--- src/rtl/lsu_subword.sv ---
// Load/store unit between the CPU MEM stage and a word-only data memory.
// Byte and halfword stores are done as read-modify-write of the containing
// word. Loads select the addressed lane and sign- or zero-extend it.
// Misaligned accesses and the illegal size code finish at once with cpu_err
// and never touch memory.
//
// Handshake: a request is taken on a rising edge where cpu_req=1 and
// cpu_ready=1. cpu_ready is high only in IDLE. Requests seen while
// cpu_ready=0 are dropped, not queued. Every accepted request ends with a
// single-cycle cpu_done pulse. cpu_err pulses with cpu_done on an error, and
// cpu_rdata holds the load result while cpu_done is high.
module lsu_subword #(
  parameter int BIG_ENDIAN = 0
) (
  input  logic        clock,
  input  logic        reset,
  input  logic        cpu_req,
  input  logic        cpu_we,
  input  logic [1:0]  cpu_size,
  input  logic        cpu_unsigned,
  input  logic [31:0] cpu_addr,
  input  logic [31:0] cpu_wdata,
  output logic        cpu_ready,
  output logic        cpu_done,
  output logic [31:0] cpu_rdata,
  output logic        cpu_err,
  output logic [31:0] mem_address,
  output logic        mem_write,
  output logic [31:0] mem_data_in,
  input  logic [31:0] mem_data_out,
  output logic [1:0]  dbg_state
);

  localparam logic BE = (BIG_ENDIAN != 0);

  localparam logic [1:0] SZ_BYTE = 2'b00;
  localparam logic [1:0] SZ_HALF = 2'b01;
  localparam logic [1:0] SZ_WORD = 2'b10;

  typedef enum logic [1:0] {
    S_IDLE = 2'd0,
    S_RD   = 2'd1,
    S_WR   = 2'd2,
    S_DONE = 2'd3
  } state_t;

  state_t      state;
  logic [1:0]  offset_q;   // byte offset within the word
  logic [1:0]  size_q;
  logic        we_q;
  logic        uns_q;
  logic [15:0] wdata_q;    // only the low half is ever merged into memory

  logic        req_bad;
  logic [1:0]  byte_lane;
  logic        half_hi;
  logic [7:0]  sel_byte;
  logic [15:0] sel_half;
  logic [31:0] load_value;
  logic [31:0] merge_word;

  assign dbg_state = state;

  // Alignment / legality of the incoming request.
  always_comb begin
    req_bad = 1'b0;
    case (cpu_size)
      SZ_BYTE: req_bad = 1'b0;
      SZ_HALF: req_bad = cpu_addr[0];
      SZ_WORD: req_bad = (cpu_addr[1:0] != 2'b00);
      default: req_bad = 1'b1;
    endcase
  end

  // Big-endian mirrors the byte lane (3 - offset) and swaps the halves.
  assign byte_lane = BE ? ~offset_q : offset_q;
  assign half_hi   = offset_q[1] ^ BE;

  // Lane selection and extension of the word read back from memory.
  always_comb begin
    sel_byte = mem_data_out[7:0];
    case (byte_lane)
      2'd0: sel_byte = mem_data_out[7:0];
      2'd1: sel_byte = mem_data_out[15:8];
      2'd2: sel_byte = mem_data_out[23:16];
      default: sel_byte = mem_data_out[31:24];
    endcase
    sel_half = half_hi ? mem_data_out[31:16] : mem_data_out[15:0];
    load_value = mem_data_out;
    case (size_q)
      SZ_BYTE: load_value = {{24{~uns_q & sel_byte[7]}}, sel_byte};
      SZ_HALF: load_value = {{16{~uns_q & sel_half[15]}}, sel_half};
      default: load_value = mem_data_out;
    endcase
  end

  // Replace only the target lane(s) of the word read back from memory.
  always_comb begin
    merge_word = mem_data_out;
    if (size_q == SZ_BYTE) begin
      case (byte_lane)
        2'd0: merge_word[7:0]   = wdata_q[7:0];
        2'd1: merge_word[15:8]  = wdata_q[7:0];
        2'd2: merge_word[23:16] = wdata_q[7:0];
        default: merge_word[31:24] = wdata_q[7:0];
      endcase
    end else if (half_hi) begin
      merge_word[31:16] = wdata_q;
    end else begin
      merge_word[15:0] = wdata_q;
    end
  end

  // Control FSM with all CPU- and memory-facing outputs registered.
  always_ff @(posedge clock or posedge reset) begin
    if (reset) begin
      state       <= S_IDLE;
      offset_q    <= 2'b00;
      size_q      <= 2'b00;
      we_q        <= 1'b0;
      uns_q       <= 1'b0;
      wdata_q     <= 16'h0;
      cpu_ready   <= 1'b1;
      cpu_done    <= 1'b0;
      cpu_err     <= 1'b0;
      cpu_rdata   <= 32'h0;
      mem_write   <= 1'b0;
      mem_address <= 32'h0;
      mem_data_in <= 32'h0;
    end else begin
      case (state)
        S_IDLE: begin
          if (cpu_req) begin
            offset_q  <= cpu_addr[1:0];
            size_q    <= cpu_size;
            we_q      <= cpu_we;
            uns_q     <= cpu_unsigned;
            wdata_q   <= cpu_wdata[15:0];
            cpu_ready <= 1'b0;
            cpu_rdata <= 32'h0;
            if (req_bad) begin
              cpu_done <= 1'b1;
              cpu_err  <= 1'b1;
              state    <= S_DONE;
            end else begin
              mem_address <= {cpu_addr[31:2], 2'b00};
              if (cpu_we && (cpu_size == SZ_WORD)) begin
                // Full word: no need to read the old contents.
                mem_write   <= 1'b1;
                mem_data_in <= cpu_wdata;
                state       <= S_WR;
              end else begin
                state <= S_RD;
              end
            end
          end
        end
        S_RD: begin
          if (we_q) begin
            mem_data_in <= merge_word;
            mem_write   <= 1'b1;
            state       <= S_WR;
          end else begin
            cpu_rdata <= load_value;
            cpu_done  <= 1'b1;
            state     <= S_DONE;
          end
        end
        S_WR: begin
          mem_write <= 1'b0;
          cpu_done  <= 1'b1;
          state     <= S_DONE;
        end
        default: begin
          cpu_done  <= 1'b0;
          cpu_err   <= 1'b0;
          cpu_ready <= 1'b1;
          state     <= S_IDLE;
        end
      endcase
    end
  end

endmodule

--- config.mk ---
export PLATFORM = sky130hd
export DESIGN_NAME = lsu_subword
export DESIGN_NICKNAME = d
export VERILOG_FILES = /design/src/rtl/lsu_subword.sv
export SDC_FILE = /design/constraint.sdc
export NUM_CORES = 1
export LEC_CHECK = 0
export ABC_AREA = 1
export BUFFER_PORTS_ARGS = -buffer_cell sky130_fd_sc_hd__clkbuf_2
export CORE_AREA = 2 2 115 117
export DETAILED_ROUTE_END_ITERATION = 8
export DIE_AREA = 0 0 117 119
export GPL_TIMING_DRIVEN = 1
export HOLD_SLACK_MARGIN = 0.03
export PLACE_DENSITY = 0.88
export SETUP_SLACK_MARGIN = 0.3
export SLEW_MARGIN = 30
export SYNTH_ARGS = -nofsm -noshare
export SYNTH_HDL_FRONTEND = slang
export SYNTH_SLANG_ARGS = --single-unit
--- constraint.sdc ---
create_clock -name clock -period 8.75 [get_ports clock]
set_clock_uncertainty 0.15 [all_clocks]
set_input_delay 1.75 -clock clock [delete_from_list [all_inputs] [get_ports clock]]
set_output_delay 1.75 -clock clock [all_outputs]
set_load 0.05 [all_outputs]
# == After elaboration in Yosys (flattened, before gate mapping) ==
# Index checks and enable logic that the tools add are counted.
# op_classes
eq_ne,13
n_mux,36
bitwise_logic,5
reduce_logical,18
# ops
cell,n
$mux W32,7
$pmux W32 S2,3
$mux W16,3
$mux W8,4
$pmux W8 S3,1
$ne A2 B2 Y1 const B,6
$reduce_and A3 Y1,4
$reduce_and A5 Y1,2
$mux W1,9
$pmux W1 S3,3
$eq A2 B1 Y1 const B,4
$logic_not A2 Y1,4
$eq A2 B2 Y1 const B,3
$mux W2,3
$pmux W2 S3,1
$pmux W1 S2,2
$reduce_and A2 Y1,2
$reduce_bool A2 Y1,2
$not A1 Y1,3
$reduce_bool A3 Y1,1
$reduce_or A3 Y1,1
$and A1 B1 Y1,2
$reduce_or A2 Y1,1
$logic_and A1 B1 Y1,1
# word_totals
register_bits,122
in_bits,103
wordCells,85

# == Logic depth before layout (Yosys ltp) ==
# Gate-level depths: netlist (run 1).
# logic_depth
ltp_word,6
mapped_depth,11
ltp_nobuf,9

# == Worst setup path before layout (run 1) ==
# No wires, ideal clock.
# synth_timing
kind,input to register
startpoint,input port cpu_addr[0]
endpoint,register mem_data_in[19]
setup_time_ns,0.066
arrival_ns,2.602
required_time_ns,8.534
slack_ns,5.932
stages,8
n_path_buf,1
path_cell_list,nor2_1 -> nand4_1 -> nand2_1 -> nand3_1 -> inv_1 -> buf_2 -> nand2_1 -> nand2_1
# synth_via
elab_chain_cells,4
# synth_rtl
item,line,text
"start, declared",21,"input logic [31:0] cpu_addr,"
$reduce_bool A2 Y1,70,SZ_WORD: req_bad = (cpu_addr[1:0] != 2'b00);
$pmux W1 S3 (*),67,case (cpu_size)
$ne A2 B2 Y1 (no line) (*),n/a,
$reduce_and A5 Y1 (no line) (*),n/a,
"end signal, assigned",150,mem_data_in <= cpu_wdata;
"end signal, assigned",160,mem_data_in <= merge_word;
"end, declared",29,"output logic [31:0] mem_data_in,"
# Mark *: on every way between the ends. The rest lies on a longest branch, timed or not.
# A chain may end at the register's enable or synchronous reset.

# == Worst setup path in the final report (run 1) ==
# layout_timing
startpoint,"register state[1], in the netlist dbg_state[1]"
endpoint,register mem_data_in[15]
# layout_via
elab_chain_cells,3
word_cells_on_any_way,9
cone_classes,5 x eq/ne; 1 x mux; 3 x reduce/logical
# layout_rtl
item,line,text
"start, declared",47,state_t state;
"start signal, assigned",117,state <= S_IDLE;
"start signal, assigned",144,state <= S_DONE;
"start signal, assigned",151,state <= S_WR;
$eq A2 B1 Y1 or $logic_not A2 Y1 (tied branches),131,case (state)
$ne A2 B2 Y1 (no line) or $reduce_bool A2 Y1 (tied branches),n/a,
$reduce_and A5 Y1 (no line),n/a,
# Several ways; a longest one is shown, not always the timed one.

==> results.ini, run 1 <==
[run_status]
status = finished, final reports clean

[pwr]
p_switching_mw = 2.13
powerDensity_mw_per_mm2 = 471
p_int_mw = 1.86
leakagePower_nw = 4.80
combPwrFrac_pct = 55.6
swShare_pct = 53.4
clkPwrFrac_pct = 18.9
peakVddDrop_v = 0.000254
sequentialPowerShare_pct = 25.5

[drt]
drc_errors = 0
wl_per_cell_um = 15.3
first_pass_iters = 6
drt-vias-per-instance = 5.46
routed_wl_um = 20700
ant_nets = 0
drt_iter0_markers = 720
num_vias = 7372

[placement]
pre_cts_slack_ns = 3.99
numPortBuffers = 202
hpwl_um = 14800
place.gp.congestion = 1.02

[floorplanning]
die-area_sq_mm = 0.0139
start_util_pct = 52.9
core_area_sq_mm = 0.0129
std_cell_rows = 42
die_x_um = 117
die_h_um = 119
ios = 205

[clock_tree]
postCtsSetupRepairBufs = 0
hold_buffers = 0
clock_path_buffers = 2
cts.clk_slew.worst_paths_ns = 0.06
cts_resized = 0
cts_tree = built
h-tree-depth = 4
cts-root-buf = clkbuf_16
clk_latency_ns = 0.42
cts-buffers-inserted = 17
cts_sinks = 122

[synthesis]
synth_common_cells = nand2_1, dfrtp_1, nand3_1, inv_1, nor2_1
synth_edf_count = 0
syn_avg_cell_area_sq_um = 6.86
synth_ff_type = dfrtp_1
ys_seq_area_share_pct = 44.8
synth.area.top_cells = dfrtp_1, nand2_1, nand3_1, inv_1, o21ai_0
synth_top_area_share_pct = 44.4
ys_warn_count = 0
syn-cell-area_sq_mm = 0.00681
synthArstFlopShare_pct = 100
synth_largest_area_cell = dfrtp_1
ys_ff_latch = 122
synthCells = 993
synth_most_common_cell = nand2_1
netlist-cell-type-count = 29

[worst_setup_path]
cp.required_ns = 8.96
cpPeakStageDelay_ns = 0.93
crit_type = reg -> reg
r2r_setup_slack_ns = 4.71
critPathLaunch = dbg_state[1]$_DFFE_PP0N_
crit_path_max_fanout = 39
end_kind = register
crit_chain = inv_1, ha_2, inv_2, o21ai_0, nand3_2, inv_1, nand2_1, nand2_1
worstPathArrival_ns = 4.24
r2r_start = dbg_state[1]$_DFFE_PP0N_
cpMaxStageDelayCell = inv_1
startpoint_type = register

[cells_and_area]
nets = 1269
drive_gt1_share_pct = 21.7
utilization_pct = 65.9
diodes = 0
area_delta_synth_final_pct = 24.5

[sta]
finalMaxSlewViolations = 0
finalCriticalPeriod_ns = 4.04
rsz0062_at_grt = false
whs_ns = 0.319
period_share_pct = 46.1
fin_tns_setup_ns = 0
worstMarginPinSlew_ns = 0.914
finalSetupViolCount = 0
hold_viol = 0
worst_slack_ns = 4.71
relSlewSlack_pct = 39.0
max_freq_ghz = 0.248

[grt]
grt_pass1_vias = 6545
antenna_found_initial = 0
grt.overflow.total = 0
grt_usage_pct = 30.1
grt_max_degree = 69
grt_pass1_wl_um = 32400

[min_path]
hp-class = reg -> reg
hold_start = mem_address[6]$_DFFE_PP0P_

[flow_run]
maxCapViolations = 0

cells in the final DEF, fill, tap and decap left out, types with 2 or more instances in the layout:
master,instances
nand3_4,2
bufinv_16,5
nand2_2,3
conb_1,2
o21ai_0,34
a21oi_1,27
clkbuf_1,3
buf_4,5
nor2_1,37
inv_1,45
clkbuf_2,202
clkinv_2,3
nand2_1,492
dfrtp_1,120
inv_2,2
o22ai_1,6
clkbuf_16,17
ha_1,4
nor3_1,8
o21ai_1,8
o211ai_1,17
nand3_1,112
clkinvlp_4,3
nor2_2,2
cell families (layout without fill, tap and decap cells):
kind of cell / count (synthesis) / count (layout) / share of synthesized area, %
AOI/OAI and AO/OA: 95 / 95 / 7.82
and+or+nand+nor: 661 / 661 / 39.4
adders and majority gates: 5 / 5 / 0.918
DFF: 122 / 122 / 44.8
buffers and inverters: 109 / 289 / 6.96
other: 1 / 2 / 0.0550
worst paths after layout:
| check | endpoint | cells after the start |
|---|---|---|
| max | mem_data_in[15]$_DFFE_PP0P_ | 8 |
| min | mem_address[6]$_DFFE_PP0P_ | 2 |
| max reg2reg | mem_data_in[15]$_DFFE_PP0P_ | 8 |
| min reg2reg | mem_address[6]$_DFFE_PP0P_ | 2 |
| max in group asynchronous | mem_data_in[21]$_DFFE_PP0P_ | 4 |
| min in group asynchronous | mem_data_in[8]$_DFFE_PP0P_ | 2 |
layout make-up:
cell class | instances | area, sq um
fill | 1090 | 4390
multi-input combinational | 763 | 3310
sequential | 122 | 3060
timing repair buffer | 208 | 1080
clock buffer | 20 | 437
tap | 176 | 220
clock inverter | 12 | 196
inverter | 49 | 186
critical path: cells and delay by family, from the launching register on:
family | cells | cell delay (ns)
and+or+nand+nor | 3 | 0.87
AOI/OAI and AO/OA | 1 | 0.42
buffers and inverters | 3 | 1.50
adders and majority gates | 1 | 0.56
DFF | 1 | 0.44
power by group through the flow:
stage | clock (mW) | sequential, mW | combinational [mW]
after floorplan | 0 | 1.63 | 1.08
after global placement | 0 | 1.01 | 2.15
after detailed placement | 0 | 1.01 | 2.19
after CTS | 0.763 | 1.01 | 2.21
after global routing | 0.793 | 1.04 | 2.42
final | 0.756 | 1.02 | 2.22
flip-flops by register name, summed over array words and instances (netlist names), 2 cells and up:
| name | count |
|---|---|
| cpu_rdata | 32 |
| byte_lane | 2 |
| mem_address | 30 |
| mem_data_in | 32 |
| dbg_state | 2 |
| size_q | 2 |
| wdata_q | 16 |
per-stage QoR:
stage,total power [mW],std cells,cell area [sq um]
2_1_floorplan,2.72,994,6820
3_3_place_gp,3.16,1317,7800
3_5_place_dp,3.20,1318,7840
4_1_cts,3.98,1350,8480
5_1_grt,4.25,1350,8480
6_report,3.99,1350,8480
routing by layer:
layer	wire length, um	global-route usage (%)	vias up
met1	8430	40.9	3345
met4	1000	14.5	0
met3	2180	7.43	88
met2	9120	44.9	461
li1	-	-	3478
met5	0	0	-
Note: power is estimated with default switching activity, not from simulation.
==> run 2, diff against run 1 <==
--- a/config.mk
+++ b/config.mk
@@ -7,12 +7,12 @@
 export LEC_CHECK = 0
 export ABC_AREA = 1
 export BUFFER_PORTS_ARGS = -buffer_cell sky130_fd_sc_hd__clkbuf_2
-export CORE_AREA = 2 2 115 117
+export CORE_AREA = 2 2 124 126
 export DETAILED_ROUTE_END_ITERATION = 8
-export DIE_AREA = 0 0 117 119
+export DIE_AREA = 0 0 126 128
 export GPL_TIMING_DRIVEN = 1
 export HOLD_SLACK_MARGIN = 0.03
-export PLACE_DENSITY = 0.88
+export PLACE_DENSITY = 0.81
 export SETUP_SLACK_MARGIN = 0.3
 export SLEW_MARGIN = 30
 export SYNTH_ARGS = -nofsm -noshare
==> constraint.sdc (replaced) <==
create_clock -name clock -period 3.4 [get_ports clock]
set_clock_uncertainty 0.15 [all_clocks]
set_input_delay 0.68 -clock clock [delete_from_list [all_inputs] [get_ports clock]]
set_output_delay 0.68 -clock clock [all_outputs]
set_load 0.05 [all_outputs]
==> results.ini, run 2 (synthesis results as in run 1) <==
[run_status]
status = finished, final reports clean

[worst_setup_path]
crit_type = reg -> reg
cpPeakStageDelay_ns = 0.66
cpMostUsedCell = inv_1
critPathLaunch = dbg_state[1]$_DFFE_PP0N_
cpMaxStageDelayCell = inv_1
path_buf_inv = 3
crit_family = buffers and inverters
r2r_start = dbg_state[1]$_DFFE_PP0N_
r2r_cells = 9
cp_num_cells = 9
worstPathArrival_ns = 2.94
r2r_setup_slack_ns = 0.63
startpoint_type = register
crit_chain = inv_1, ha_1, inv_1, or2_1, nor2_2, inv_1, a21oi_1, nand2_1, nand2_1
cp.required_ns = 3.57
crit_path_max_fanout = 29
end_kind = register

[floorplanning]
ios = 205
die-area_sq_mm = 0.0161
std_cell_rows = 45
start_util_pct = 45.8
die_x_um = 126
core_area_sq_mm = 0.0149
die_h_um = 128

[placement]
numPortBuffers = 202
hpwl_um = 15600
pre_cts_slack_ns = 0.706
dpl_cell_area_sq_mm = 0.00790
numPlacedInstances = 1337
place.gp.congestion = 0.958

[clock_tree]
h-tree-depth = 4
cts_sinks = 122
postCtsSetupRepairBufs = 0
cts_tree = built
clk_latency_ns = 0.43
cts-root-buf = clkbuf_16
cts-buffers-inserted = 17
hold_buffers = 0
clock_path_buffers = 2
cts.clk_slew.worst_paths_ns = 0.06

[drt]
drt-vias-per-instance = 5.30
num_vias = 7259
wl_per_cell_um = 15.8
first_pass_iters = 5
ant_nets = 0
drt_iter0_markers = 732
routed_wl_um = 21700
drc_errors = 0

[sta]
hold_viol = 0
relSlewSlack_pct = 42.0
fin_tns_setup_ns = 0
worst_slack_ns = 0.634
worstMarginPinSlew_ns = 0.869
finalCriticalPeriod_ns = 2.77
rsz0062_at_grt = false
finalMaxSlewViolations = 0
finalSetupViolCount = 0
max_freq_ghz = 0.362
period_share_pct = 81.4

[pwr]
powerDensity_mw_per_mm2 = 1200
peakVddDrop_v = 0.000650
leakagePower_nw = 4.83

[cells_and_area]
area_delta_synth_final_pct = 25.1
nets = 1276
final_cells = 1369
largestRegisters = cpu_rdata x32, mem_data_in x32, mem_address x30
final_cell_area_sq_mm = 0.00853
drive_gt1_share_pct = 22.4
layout_commonest_cell = nand2_1
utilization_pct = 57.4
diodes = 0
final_cell_mix = nand2_1, clkbuf_2, dfrtp_1, nand3_1, inv_1

[grt]
grt_pass1_wl_um = 34700
grt_most_used_layer = met2
grt_pass1_vias = 6653
grt_use_met3_pct = 7.43
grt_max_degree = 65
grt.met2_usage_pct = 42.7
grt_usage_pct = 27.4
gr-usage-met1_pct = 36.3
grt.overflow.total = 0
antenna_found_initial = 0

[flow_run]
maxCapViolations = 0

[min_path]
hp-class = in -> async

## run 2: cell types whose count changed in the layout (fill, tap and decap cells not counted), moves of 2 or more
| cell | change |
|---|---|
| buf_4 | +6 |
| bufinv_16 | -2 |
| clkbuf_1 | -3 |
| clkinv_4 | +5 |
| inv_6 | +4 |
| buf_12 | +2 |
| clkinv_2 | -2 |
## run 2: path summary, 6_finish.rpt
| path | endpoint |
|---|---|
| max in group asynchronous | cpu_ready$_DFFE_PP1P_ |
| min in group clock | uns_q$_DFFE_PP0P_ |
| min | mem_address[20]$_DFFE_PP0P_ |
| max | cpu_rdata[9]$_DFFE_PP0P_ |
| max reg2reg | cpu_rdata[9]$_DFFE_PP0P_ |
| min reg2reg | mem_address[7]$_DFFE_PP0P_ |
## run 2: where the power goes
part	leakage (nW)	total [mW]	internal (mW)	switching [mW]
registers	1.54	2.63	2.11	0.521
logic	2.99	5.75	1.42	4.33
clock network	0.299	1.89	1.17	0.724
total	4.83	10.3	4.69	5.58
## run 2: cell type report
class / instances / area (sq um)
clock buffers: 17 / 425
well taps: 188 / 235
multi-input cells: 763 / 3290
inverters: 49 / 191
clock inverters: 15 / 190
repair buffers: 215 / 1130
fillers: 1423 / 6340
flip-flops and latches: 122 / 3060
## run 2: metal layers
metal | vias to the layer above | part of all wire (%)
li1 | 3508 | -
met5 | - | 0
met2 | 392 | 46
met1 | 3298 | 41
met3 | 61 | 9.7
met4 | 0 | 3.5
## run 2: through the flow
step,hold slack (ns),power [mW]
global placement,0.304,8.21
global route,0.271,11.0
floorplan,0.313,6.99
finish,0.209,10.3
CTS,0.217,10.3
detailed placement,0.313,8.33
## run 2: what timing repair did
item	4_1_cts	5_1_grt
endpoints found under the hold margin	0	0
resized for setup	0	1
endpoints found under the setup margin	0	32
